===== config.mk =====
export PLATFORM = sky130hd
export DESIGN_NAME = motcomp_recon_add
export DESIGN_NICKNAME = d
export VERILOG_FILES = /design/src/rtl/motcomp_recon_add.sv
export SDC_FILE = /design/constraint.sdc
export NUM_CORES = 1
export LEC_CHECK = 0
export CORE_MARGIN = 5
export CORE_UTILIZATION = 49
export DETAILED_ROUTE_END_ITERATION = 8
export PLACE_DENSITY = 0.83
export SYNTH_ARGS = -nofsm -noshare
export SYNTH_HDL_FRONTEND = slang
export SYNTH_SLANG_ARGS = --single-unit

===== constraint.sdc =====
create_clock -name clk -period 3.9 [get_ports clk]
set_input_delay 1.17 -clock clk [delete_from_list [all_inputs] [get_ports clk]]
set_output_delay 1.17 -clock clk [all_outputs]
set_load 0.01 [all_outputs]

===== src/rtl/motcomp_recon_add.sv =====
// rtl/motcomp_recon_add.sv - motion compensation reconstruction adder (idct + prediction, clipped)
//
// Per 8x8 block: fetch one command, then eight rows of idct residual and/or
// prediction, add them, clip each sample to 0..255 and write one 64-bit
// pixel row per input row.
//
// Ports:
//   clk, clk_en, rst           clock, clock enable (freezes all state), sync active-low reset
//   recon_cmd_*                command fifo: empty, data, read enable, valid (1 cycle after en)
//   frame_idct_rd_dta_*        idct row fifo: 8 x 9-bit signed, sample 0 in [71:63]
//   pred_rd_dta_*              prediction row fifo: 8 x 8-bit unsigned, pixel 0 in [63:56]
//   recon_wr_almost_full       low guarantees room for a whole block
//   recon_wr_dta, recon_wr_en  reconstructed row and its write strobe
//   recon_sync_error           sticky fifo-valid mismatch flag

module motcomp_recon_add (
  input  logic        clk,
  input  logic        clk_en,
  input  logic        rst,
  input  logic        recon_cmd_empty,
  input  logic [1:0]  recon_cmd,
  output logic        recon_cmd_en,
  input  logic        recon_cmd_valid,
  input  logic        frame_idct_rd_dta_empty,
  input  logic [71:0] frame_idct_rd_dta,
  output logic        frame_idct_rd_dta_en,
  input  logic        frame_idct_rd_dta_valid,
  input  logic        pred_rd_dta_empty,
  input  logic [63:0] pred_rd_dta,
  output logic        pred_rd_dta_en,
  input  logic        pred_rd_dta_valid,
  input  logic        recon_wr_almost_full,
  output logic [63:0] recon_wr_dta,
  output logic        recon_wr_en,
  output logic        recon_sync_error
);

  localparam logic [1:0] RECON_INTRA     = 2'd0;
  localparam logic [1:0] RECON_ADD       = 2'd1;
  localparam logic [1:0] RECON_PRED_ONLY = 2'd2;

  typedef enum logic [2:0] {
    INIT,
    CMD_RD_EN,
    CMD_READ,
    WAIT_DTA,
    DTA_RD_EN,
    DTA_READ
  } state_t;

  state_t      state;
  state_t      state_nxt;
  logic [2:0]  row_cnt;
  logic [1:0]  cmd;
  logic        cmd_en_r;
  logic        idct_en_r;
  logic        pred_en_r;
  logic        wr_en_r;
  logic        sync_err_r;
  logic        need_idct;
  logic        need_pred;
  logic        fifos_ready;
  logic [63:0] row_sum;

  // cmd only ever holds INTRA, ADD or PRED_ONLY; reserved codes are folded
  // into ADD when latched.
  assign need_idct   = (cmd != RECON_PRED_ONLY);
  assign need_pred   = (cmd != RECON_INTRA);
  assign fifos_ready = (!need_idct || !frame_idct_rd_dta_empty) &&
                       (!need_pred || !pred_rd_dta_empty);

  // Enable registers hold across clk_en-low cycles; gating keeps the
  // strobes from being seen more than once by the clk_en-qualified fifos.
  assign recon_cmd_en         = cmd_en_r  & clk_en;
  assign frame_idct_rd_dta_en = idct_en_r & clk_en;
  assign pred_rd_dta_en       = pred_en_r & clk_en;
  assign recon_wr_en          = wr_en_r   & clk_en;
  assign recon_sync_error     = sync_err_r;

  function automatic logic [7:0] recon_pixel(input logic [1:0] c,
                                             input logic [8:0] idct,
                                             input logic [7:0] pred);
    logic signed [9:0] p;
    logic signed [9:0] i;
    logic signed [9:0] s;
    p = signed'({2'b00, pred});
    i = signed'({idct[8], idct});
    case (c)
      RECON_INTRA:     s = i;
      RECON_PRED_ONLY: s = p;
      default:         s = p + i;
    endcase
    if (s < 10'sd0)
      recon_pixel = 8'h00;
    else if (s > 10'sd255)
      recon_pixel = 8'hFF;
    else
      recon_pixel = s[7:0];
  endfunction

  always_comb begin
    row_sum = '0;
    for (int k = 0; k < 8; k++) begin
      row_sum[63-8*k -: 8] = recon_pixel(cmd,
                                         frame_idct_rd_dta[71-9*k -: 9],
                                         pred_rd_dta[63-8*k -: 8]);
    end
  end

  always_comb begin
    state_nxt = state;
    case (state)
      INIT:      if (!recon_cmd_empty && !recon_wr_almost_full) state_nxt = CMD_RD_EN;
      CMD_RD_EN: state_nxt = CMD_READ;
      CMD_READ:  state_nxt = WAIT_DTA;
      WAIT_DTA:  if (fifos_ready) state_nxt = DTA_RD_EN;
      DTA_RD_EN: state_nxt = DTA_READ;
      DTA_READ:  state_nxt = (row_cnt == 3'd7) ? INIT : WAIT_DTA;
      default:   state_nxt = INIT;
    endcase
  end

  always_ff @(posedge clk) begin
    if (!rst) begin
      state        <= INIT;
      row_cnt      <= 3'd0;
      cmd          <= RECON_INTRA;
      cmd_en_r     <= 1'b0;
      idct_en_r    <= 1'b0;
      pred_en_r    <= 1'b0;
      wr_en_r      <= 1'b0;
      sync_err_r   <= 1'b0;
      recon_wr_dta <= 64'h0;
    end else if (clk_en) begin
      state     <= state_nxt;
      cmd_en_r  <= (state_nxt == CMD_RD_EN);
      idct_en_r <= (state_nxt == DTA_RD_EN) && need_idct;
      pred_en_r <= (state_nxt == DTA_RD_EN) && need_pred;
      wr_en_r   <= 1'b0;
      case (state)
        INIT: row_cnt <= 3'd0;
        CMD_READ: begin
          if (recon_cmd_valid)
            cmd <= (recon_cmd == 2'd3) ? RECON_ADD : recon_cmd;
        end
        DTA_READ: begin
          row_cnt      <= row_cnt + 3'd1;
          recon_wr_dta <= row_sum;
          wr_en_r      <= 1'b1;
          // A missing needed row or a stray unneeded row means the fifos
          // have slipped relative to the command stream.
          if ((need_idct != frame_idct_rd_dta_valid) ||
              (need_pred != pred_rd_dta_valid))
            sync_err_r <= 1'b1;
        end
        default: ;
      endcase
    end
  end

endmodule


## Word-level counts from Yosys, hierarchy flattened

Cells that the tools add are included.

- Input bits: 148
- Register bits: 77
- Word-level logic and storage cells: 103
- Output and inout bits: 69

- Mux-type cells: 31
- Bitwise gates (word level): 4
- Equality and inequality tests: 13
- $lt $le $gt $ge: 16
- Reduce and logical (&&, ||, !) cells: 21
- $add $sub $neg: 9

Operators by type and width:

| operator | count |
|---|---|
| one-hot mux 10 bit (2 select lines) | 8 |
| two-way mux 8 bit | 16 |
| adder 9 x 9 -> 10 bit | 8 |
| greater-than comparator 10 x 9 -> 1 bit (second input constant) | 8 |
| < comparator 10 x 1 -> 1 bit (second input constant) | 8 |
| one-hot mux 3 bit (6 select lines) | 1 |
| == test 3 bit (second input constant) | 4 |
| == test 3 x 1 -> 1 bit (second input constant) | 2 |
| == test 3 x 2 -> 1 bit (second input constant) | 2 |
| zero test 1 bit | 6 |
| two-way mux 3 bit | 2 |
| one-hot mux 3 bit (2 select lines) | 1 |
| AND reduction 3 bit | 2 |
| AND 1 bit | 4 |
| == test 2 bit (second input constant) | 2 |
| logical AND 1 bit | 4 |
| two-way mux 2 bit | 2 |
| AND reduction 2 bit | 2 |
| nonzero test 2 bit | 2 |
| adder 3 x 1 -> 3 bit (second input constant) | 1 |
| zero test 3 bit | 1 |
| logical OR 1 bit | 3 |
| zero test 2 bit | 1 |
| inequality test 1 bit | 2 |
| other kinds (2) | 2 |

## Depth between registers and ports, before layout

Gate-level depths: netlist of the first run.

- Depth after elaboration: 8
- Mapped depth: 9
- Depth with buffers taken out: 9

## Worst setup path before layout of the first run

Ideal clock, no wire load.

- Path kind: input port to flip-flop
- Start point: in frame_idct_rd_dta[63]
- End point: reg recon_wr_dta[59]
- Stages: 9
- Required time: 3783 ps
- Library setup time: 117 ps
- Slack: 788 ps
- Buffers on the path: 0
- Arrival: 2995 ps
- Cell sequence: ha_1 > inv_1 > fa_1 > nand2b_1 > a21oi_2 > o21ai_2 > and2_1 > a2111o_1 > a32o_1

- Longest elaborated chain between the ends: 5
- Elaborated cells between the ends (all ways): 6
- Classes of those cells: 1 x add/sub; 2 x order compare; 3 x mux

Ends and longest elaborated chain:

| element | line | RTL |
|---|---|---|
| start, declared | 25 | `input logic [71:0] frame_idct_rd_dta,` |
| adder 9 x 9 -> 10 bit | 91 | `default: s = p + i;` |
| one-hot mux 10 bit (2 select lines) (*) | 88 | `case (c)` |
| greater-than comparator 10 x 9 -> 1 bit | 95 | `else if (s > 10'sd255)` |
| two-way mux 8 bit | 95 |  |
| two-way mux 8 bit (*) | 93 | `if (s < 10'sd0)` |
| end signal, assigned | 148 | `recon_wr_dta <= row_sum;` |
| end, declared | 33 | `output logic [63:0] recon_wr_dta,` |

Mark *: on every way between the ends. The rest lies on a longest branch, timed or not.
A chain may end at the register's enable or synchronous reset.

## Worst setup path in the final report of the first run

- Start point: in clk_en
- End point: out recon_wr_en

- Longest elaborated chain between the ends: 1

Ends and longest elaborated chain:

| element | line | RTL |
|---|---|---|
| start, declared | 18 | `input logic clk_en,` |
| AND 1 bit | 77 | `assign recon_wr_en = wr_en_r & clk_en;` |
| end, declared | 34 | `output logic recon_wr_en,` |

No other way between the ends.

==> results of run 1 <==
## per-layer routing
| layer | global-route usage | routed length (um) | vias up | share of wire |
|---|---|---|---|---|
| met5 | 0 | 13 | - | 0.00059 |
| met4 | 0.0794 | 597 | 2 | 0.027 |
| met3 | 0.0561 | 1510 | 39 | 0.068 |
| met2 | 0.416 | 10300 | 254 | 0.47 |
| met1 | 0.313 | 9760 | 3576 | 0.44 |
| li1 | - | - | 3897 | - |
## state kept, by name, indices dropped and copies added, names as in the netlist
register,flops
state,3
wr_en_r,1
recon_sync_error,1
idct_en_r,1
recon_wr_dta,64
cmd,2
cmd_en_r,1
pred_en_r,1
row_cnt,3
## layout by cell type (no fill, tap or decap), types with 10 or more instances in the layout
cell | netlist | routed
clkdlybuf4s50_1 | 0 | 216
nand2_1 | 117 | 117
nor2_1 | 94 | 94
o21ai_0 | 87 | 87
dfxtp_1 | 77 | 75
a21oi_1 | 68 | 68
ha_1 | 66 | 66
mux2i_1 | 54 | 54
a211oi_1 | 39 | 39
nand2b_1 | 32 | 32
inv_1 | 32 | 31
o21ai_1 | 18 | 18
a311oi_1 | 16 | 16
xnor2_1 | 15 | 15
a21o_1 | 13 | 13
o211ai_1 | 12 | 12
nand3_1 | 11 | 11
o21a_1 | 11 | 11
o21bai_1 | 10 | 10
buf_4 | 1 | 10
## logic make-up (layout without fill, tap and decap cells)
logic type,after synthesis,after routing,synth area share
compound gates,347,347,0.324
simple gates,305,305,0.193
flops,77,77,0.212
fa+ha+maj,74,74,0.136
buf+inv,73,274,0.0418
mux,55,55,0.0759
xor+xnor,15,15,0.0181
other cells,0,2,0
## metrics by stage
step	worst slack, ps	utilization	instance area [sq um]	hold slack (ps)
floorplan	788	-	7270	441
global placement	222	0.659	9580	431
detailed placement	144	0.659	9580	439
CTS	304	0.681	9900	449
global route	246	0.681	9900	471
finish	314	0.681	9900	443
## worst min path at each step
| stage | start | to | cells past startpoint |
|---|---|---|---|
| global route | recon_wr_dta[46] | recon_wr_dta[46] | 2 |
| CTS | recon_wr_dta[52] | recon_wr_dta[52] | 2 |
| global placement | recon_wr_dta[1] | recon_wr_dta[1] | 2 |
| finish | recon_wr_dta[52] | recon_wr_dta[52] | 2 |
| floorplan | cmd_en_r | cmd_en_r | 2 |
| detailed placement | recon_wr_dta[0] | recon_wr_dta[0] | 2 |
## synth_stat cells (7+ instances only)
cell type / n / area (sq um)
nand2_1: 117 / 439
nor3_1: 8 / 40.0
o21a_1: 11 / 82.6
dfxtp_1: 77 / 1540
buf_2: 13 / 65.1
fa_1: 8 / 160
a21o_1: 13 / 97.6
nand2b_1: 32 / 200
a311oi_1: 16 / 140
ha_1: 66 / 826
nand3_1: 11 / 55.1
a211oi_1: 39 / 293
o211ai_1: 12 / 90.1
nor2_1: 94 / 353
o21ai_0: 87 / 435
mux2i_1: 54 / 541
a21oi_1: 68 / 340
clkbuf_1: 24 / 90.1
inv_1: 32 / 120
a21boi_0: 7 / 52.6
nor2b_1: 7 / 43.8
or3_1: 9 / 56.3
o31ai_4: 7 / 149
o21bai_1: 10 / 75.1
xnor2_1: 15 / 131
o21ai_1: 18 / 90.1
and2_1: 9 / 56.3
## power breakdown
part / internal [uW] / switching (uW) / total, uW / leakage (uW)
sequential: 787 / 7.16 / 794 / 0.000622
combinational: 360 / 343 / 702 / 0.00292
clock: 577 / 353 / 930 / 0.000151
total: 1720 / 703 / 2430 / 0.00369
## worst reg2reg max path, cell delays in order, from the launching register on
cell     delay, ps
dfxtp_4        810
buf_4          570
o21ai_0        260
o31ai_4        380
nand2_1        150
o31ai_1        240
## layout make-up
cell class,count,area [sq um],area share
Multi-Input combinational cell,796,5440,0.549
Timing Repair Buffer,226,2240,0.226
Antenna cell,2,5.00,0.000505
Clock inverter,5,83.8,0.00846
Inverter,33,124,0.0125
Clock buffer,10,239,0.0241
Sequential cell,77,1550,0.156
Tap cell,184,230,0.0232
==> impl_metrics.toml, run 1 <==
[clock_tree]
cts.clk_slew.worst_paths_ps = 70
postCtsSetupBuffers = 0
cts_root_buffer = "clkbuf_16"
clkSinkCount = 77
clockBufferDepth = 2
htreeDepth = 3
cts_buffers = 9
holdBufCountCts = 0
cts_tree = "built"
clock_latency_ps = 340
cts-resized-gates = 0

[critical_path]
cpMostUsedCell = "clkdlybuf4s50_1"
max_stage_delay_ps = 560
cp-endpoint = "recon_wr_en"
end_kind = "output port"
critPathRequiredTime_ps = 2730
reg2reg_to = "recon_wr_dta[12]"
critical_path_class = "input port to output port"
worst-path-stages = 3
slowest_stage = "clkdlybuf4s50_1"
rr_startpoint = "cmd[0]"
path_buf_inv = 2
cp_cell_sequence = "clkdlybuf4s50_1 -> and2_1 -> clkdlybuf4s50_1"
cp.arrival_ps = 2420
worstSetupStartpoint = "clk_en"
crit_fanout = 5
crit_path_start_kind = "input port"
r2r_slack_ps = 1400
path_delay_family = "buffers and inverters"
r2r_cells = 5

[layout]
fin_nets = 1365
drive_gt1_frac = 0.0445
fillCellCount = 1245
stdcell_count = 1333
area_growth_syn_to_layout_pct = 36.3

[sta]
clock_skew_ps = 7.69
fmax_mhz = 279
setup_tns_ps = 0
rsz0062_at_grt = "no"
hold_viol = 0
worstMarginPinSlew_ps = 1010
period_needed_ps = 3590
drv_slew = 0
finalSetupViolCount = 0
fin_crit_sh = 0.919
relSlewSlack = 0.325

[pwr]
power_leakage_uw = 0.00369
irDropWorstVdd_uv = 246
powerDensity_nw_per_um2 = 245
total_power_uw = 2430

[placement]
io_buffers = 216
placed_cells = 1316
dp_hpwl_um = 16900
gp_congestion = 0.917

[floorplanning]
die_h_um = 132
row_count = 44
die-width_um = 132
die_area_sq_um = 17400
ios = 217
start_util = 0.500
core-area_sq_um = 14500

[logic_synthesis]
synth_cell_types = 68
synth-edff-count = 0
syn_nets = 1168
postSynthCellCount = 946
yosys_warnings = 0
ys_ff_latch = 77
syn_avg_cell_area_sq_um = 7.68
synth-main-ff-cell = "dfxtp_1"
async_reset_ff_frac = 0
synth_area_sq_um = 7270
yosysSeqAreaShare = 0.212

[detailed_routing]
drt-initial-drc-count = 426
wl_per_cell_um = 16.7
routed_wl_um = 22200
via_per_inst = 5.83
firstDrtPassIters = 5
ant_nets = 0
drc = 0
vias = 7768

[worst_hold_path]
hold_path.class = "flip-flop to flip-flop"

[global_routing]
grt_usage = 0.247
antenna_found_initial = 3
grt_overflow = 0
grt_pass1_vias = 7612
grt_start_max_net_pins = 66
grt_first_pass_wirelength_um = 36400

[run]
maxCapViolations = 0

[outcome]
status = "finished, final reports clean"
No activity file was read; power rests on OpenSTA's default activity.
==> run 2: changes to the inputs <==
- HOLD_SLACK_MARGIN: default -> 0.08
==> results of run 2 <==
Final layout, timing and power as in run 1 (identical DEF).
==> run 3: changes to the inputs <==
- CORE_MARGIN: 5 -> 4
==> run 3 against run 2 <==
Effect of this change:
- register-to-register slack improved by 140 ps
- sequential power barely moved
- clock power fell by 14%
- final cell count barely moved
- sequential share of layout area rose by 0.063 points
- maximum frequency fell by 0.10%
- first-iteration DRC count fell by 24%
- die area fell by 3.0%
- count of clock-buffer cells in the layout rose by 2
- combinational power barely moved
- largest cell class unchanged
- highest routed layer unchanged
==> impl_metrics.toml, run 3 (synthesis results as in run 1) <==
[critical_path]
r2r_cells = 5
path_buf_inv = 2
path_delay_family = "buffers and inverters"
end_kind = "output port"
critPathRequiredTime_ps = 2730
critical_path_class = "input port to output port"
crit_path_start_kind = "input port"
reg2reg_to = "recon_wr_dta[40]"
max_stage_delay_ps = 560
crit_fanout = 6
rr_startpoint = "cmd[0]"
cp.arrival_ps = 2420
slowest_stage = "clkdlybuf4s50_1"
r2r_slack_ps = 1540
cp_cell_sequence = "clkdlybuf4s50_1 -> and2_1 -> clkdlybuf4s50_1"
cpMostUsedCell = "clkdlybuf4s50_1"

[sta]
hold_viol = 0
finalSetupViolCount = 0
fin_hold_ws_ps = 450
period_needed_ps = 3590
rsz0062_at_grt = "no"
clock_skew_ps = 4.52
fin_crit_sh = 0.920
fmax_mhz = 279
relSlewSlack = 0.334
worstMarginPinSlew_ps = 996
drv_slew = 0
setup_tns_ps = 0

[layout]
fin_nets = 1365
area_growth_syn_to_layout_pct = 35.7
finish.utilization = 0.679
drive_gt1_frac = 0.0436
top_register = "recon_wr_dta"
top_regs = "recon_wr_dta (64), row_cnt (3), state (3)"
final_common_cell = "clkdlybuf4s50_1"
largest_reg_flops = 64
layout_common_cells = "216 x clkdlybuf4s50_1, 117 x nand2_1, 94 x nor2_1"
fillCellCount = 1267

[worst_hold_path]
min_from = "recon_wr_dta[53]"
min_to = "recon_wr_dta[53]"
hold_path.class = "flip-flop to flip-flop"
hold_path_depth = 2

[placement]
gp_congestion = 0.898
dp_hpwl_um = 16200
io_buffers = 216

[floorplanning]
die_h_um = 130
die_area_sq_um = 16800
start_util = 0.500
ios = 217
row_count = 44
die-width_um = 130
core-area_sq_um = 14500

[global_routing]
grt_overflow = 0
grt_usage = 0.249
antenna_found_initial = 1
grt_first_pass_wirelength_um = 34500
grt_pass1_vias = 7297
grt_start_max_net_pins = 61

[clock_tree]
cts.clk_slew.worst_paths_ps = 60
holdBufCountCts = 0
clkSinkCount = 77
clockBufferDepth = 2
clock_latency_ps = 340
cts_tree = "built"
cts-resized-gates = 0
postCtsSetupBuffers = 0
cts_buffers = 9
htreeDepth = 3
cts_root_buffer = "clkbuf_16"

[detailed_routing]
drt-initial-drc-count = 323
ant_nets = 0
firstDrtPassIters = 5
routed_wl_um = 21800
wl_per_cell_um = 16.3
via_per_inst = 5.84
vias = 7787
drc = 0

[run]
maxCapViolations = 0

[pwr]
total_power_uw = 2300
power_leakage_uw = 0.00368
powerDensity_nw_per_um2 = 233
irDropWorstVdd_uv = 184

[outcome]
status = "finished, final reports clean"
-- run 3: layout make-up --
type                            instances  area [sq um]  share of cell area
Multi-Input combinational cell        796          5440               0.551
Timing Repair Buffer                  226          2250               0.228
Sequential cell                        77          1550               0.157
Clock buffer                           12           246              0.0250
Tap cell                              184           230              0.0233
Inverter                               33           124              0.0126
Clock inverter                          4          23.8             0.00241
Antenna cell                            2          5.00            0.000507
-- run 3: stage by stage --
step	setup WS [ps]	instance area [sq um]	cells
floorplan	788	7270	946
global placement	220	9590	1316
detailed placement	176	9590	1316
CTS	302	9860	1332
global route	248	9860	1332
finish	310	9860	1334
-- run 3: worst max-delay path by stage --
stage                                startpoint                to  slack (ps)  cells past startpoint
after floorplan           frame_idct_rd_dta[63]  recon_wr_dta[59]         790                      9
after global placement    frame_idct_rd_dta[63]  recon_wr_dta[59]         220                     10
after detailed placement  frame_idct_rd_dta[63]  recon_wr_dta[59]         180                     10
after CTS                                clk_en       recon_wr_en         300                      3
after global routing                     clk_en      recon_cmd_en         250                      3
final                                    clk_en       recon_wr_en         310                      3
-- run 3: worst register-to-register path, delay by kind of cell, from the launching register on --
kind,cells,cell delay (ps)
AOI/OAI and AO/OA,3,730
and+or+nand+nor,1,220
buffers and inverters,1,580
DFF,1,750
-- run 3: metal layers --
metal  track usage  vias to the layer above  part of all wire
met5             0                        -           0.00060
met4        0.0892                        2             0.021
met3        0.0368                       31             0.067
met2         0.417                      236              0.47
met1         0.326                     3618              0.44
li1              -                     3900                 -
-- run 3: power by group --
group	internal [uW]	total [uW]	switching, uW
combinational	361	703	342
clock	447	801	354
sequential	787	794	7.20
total	1600	2300	703
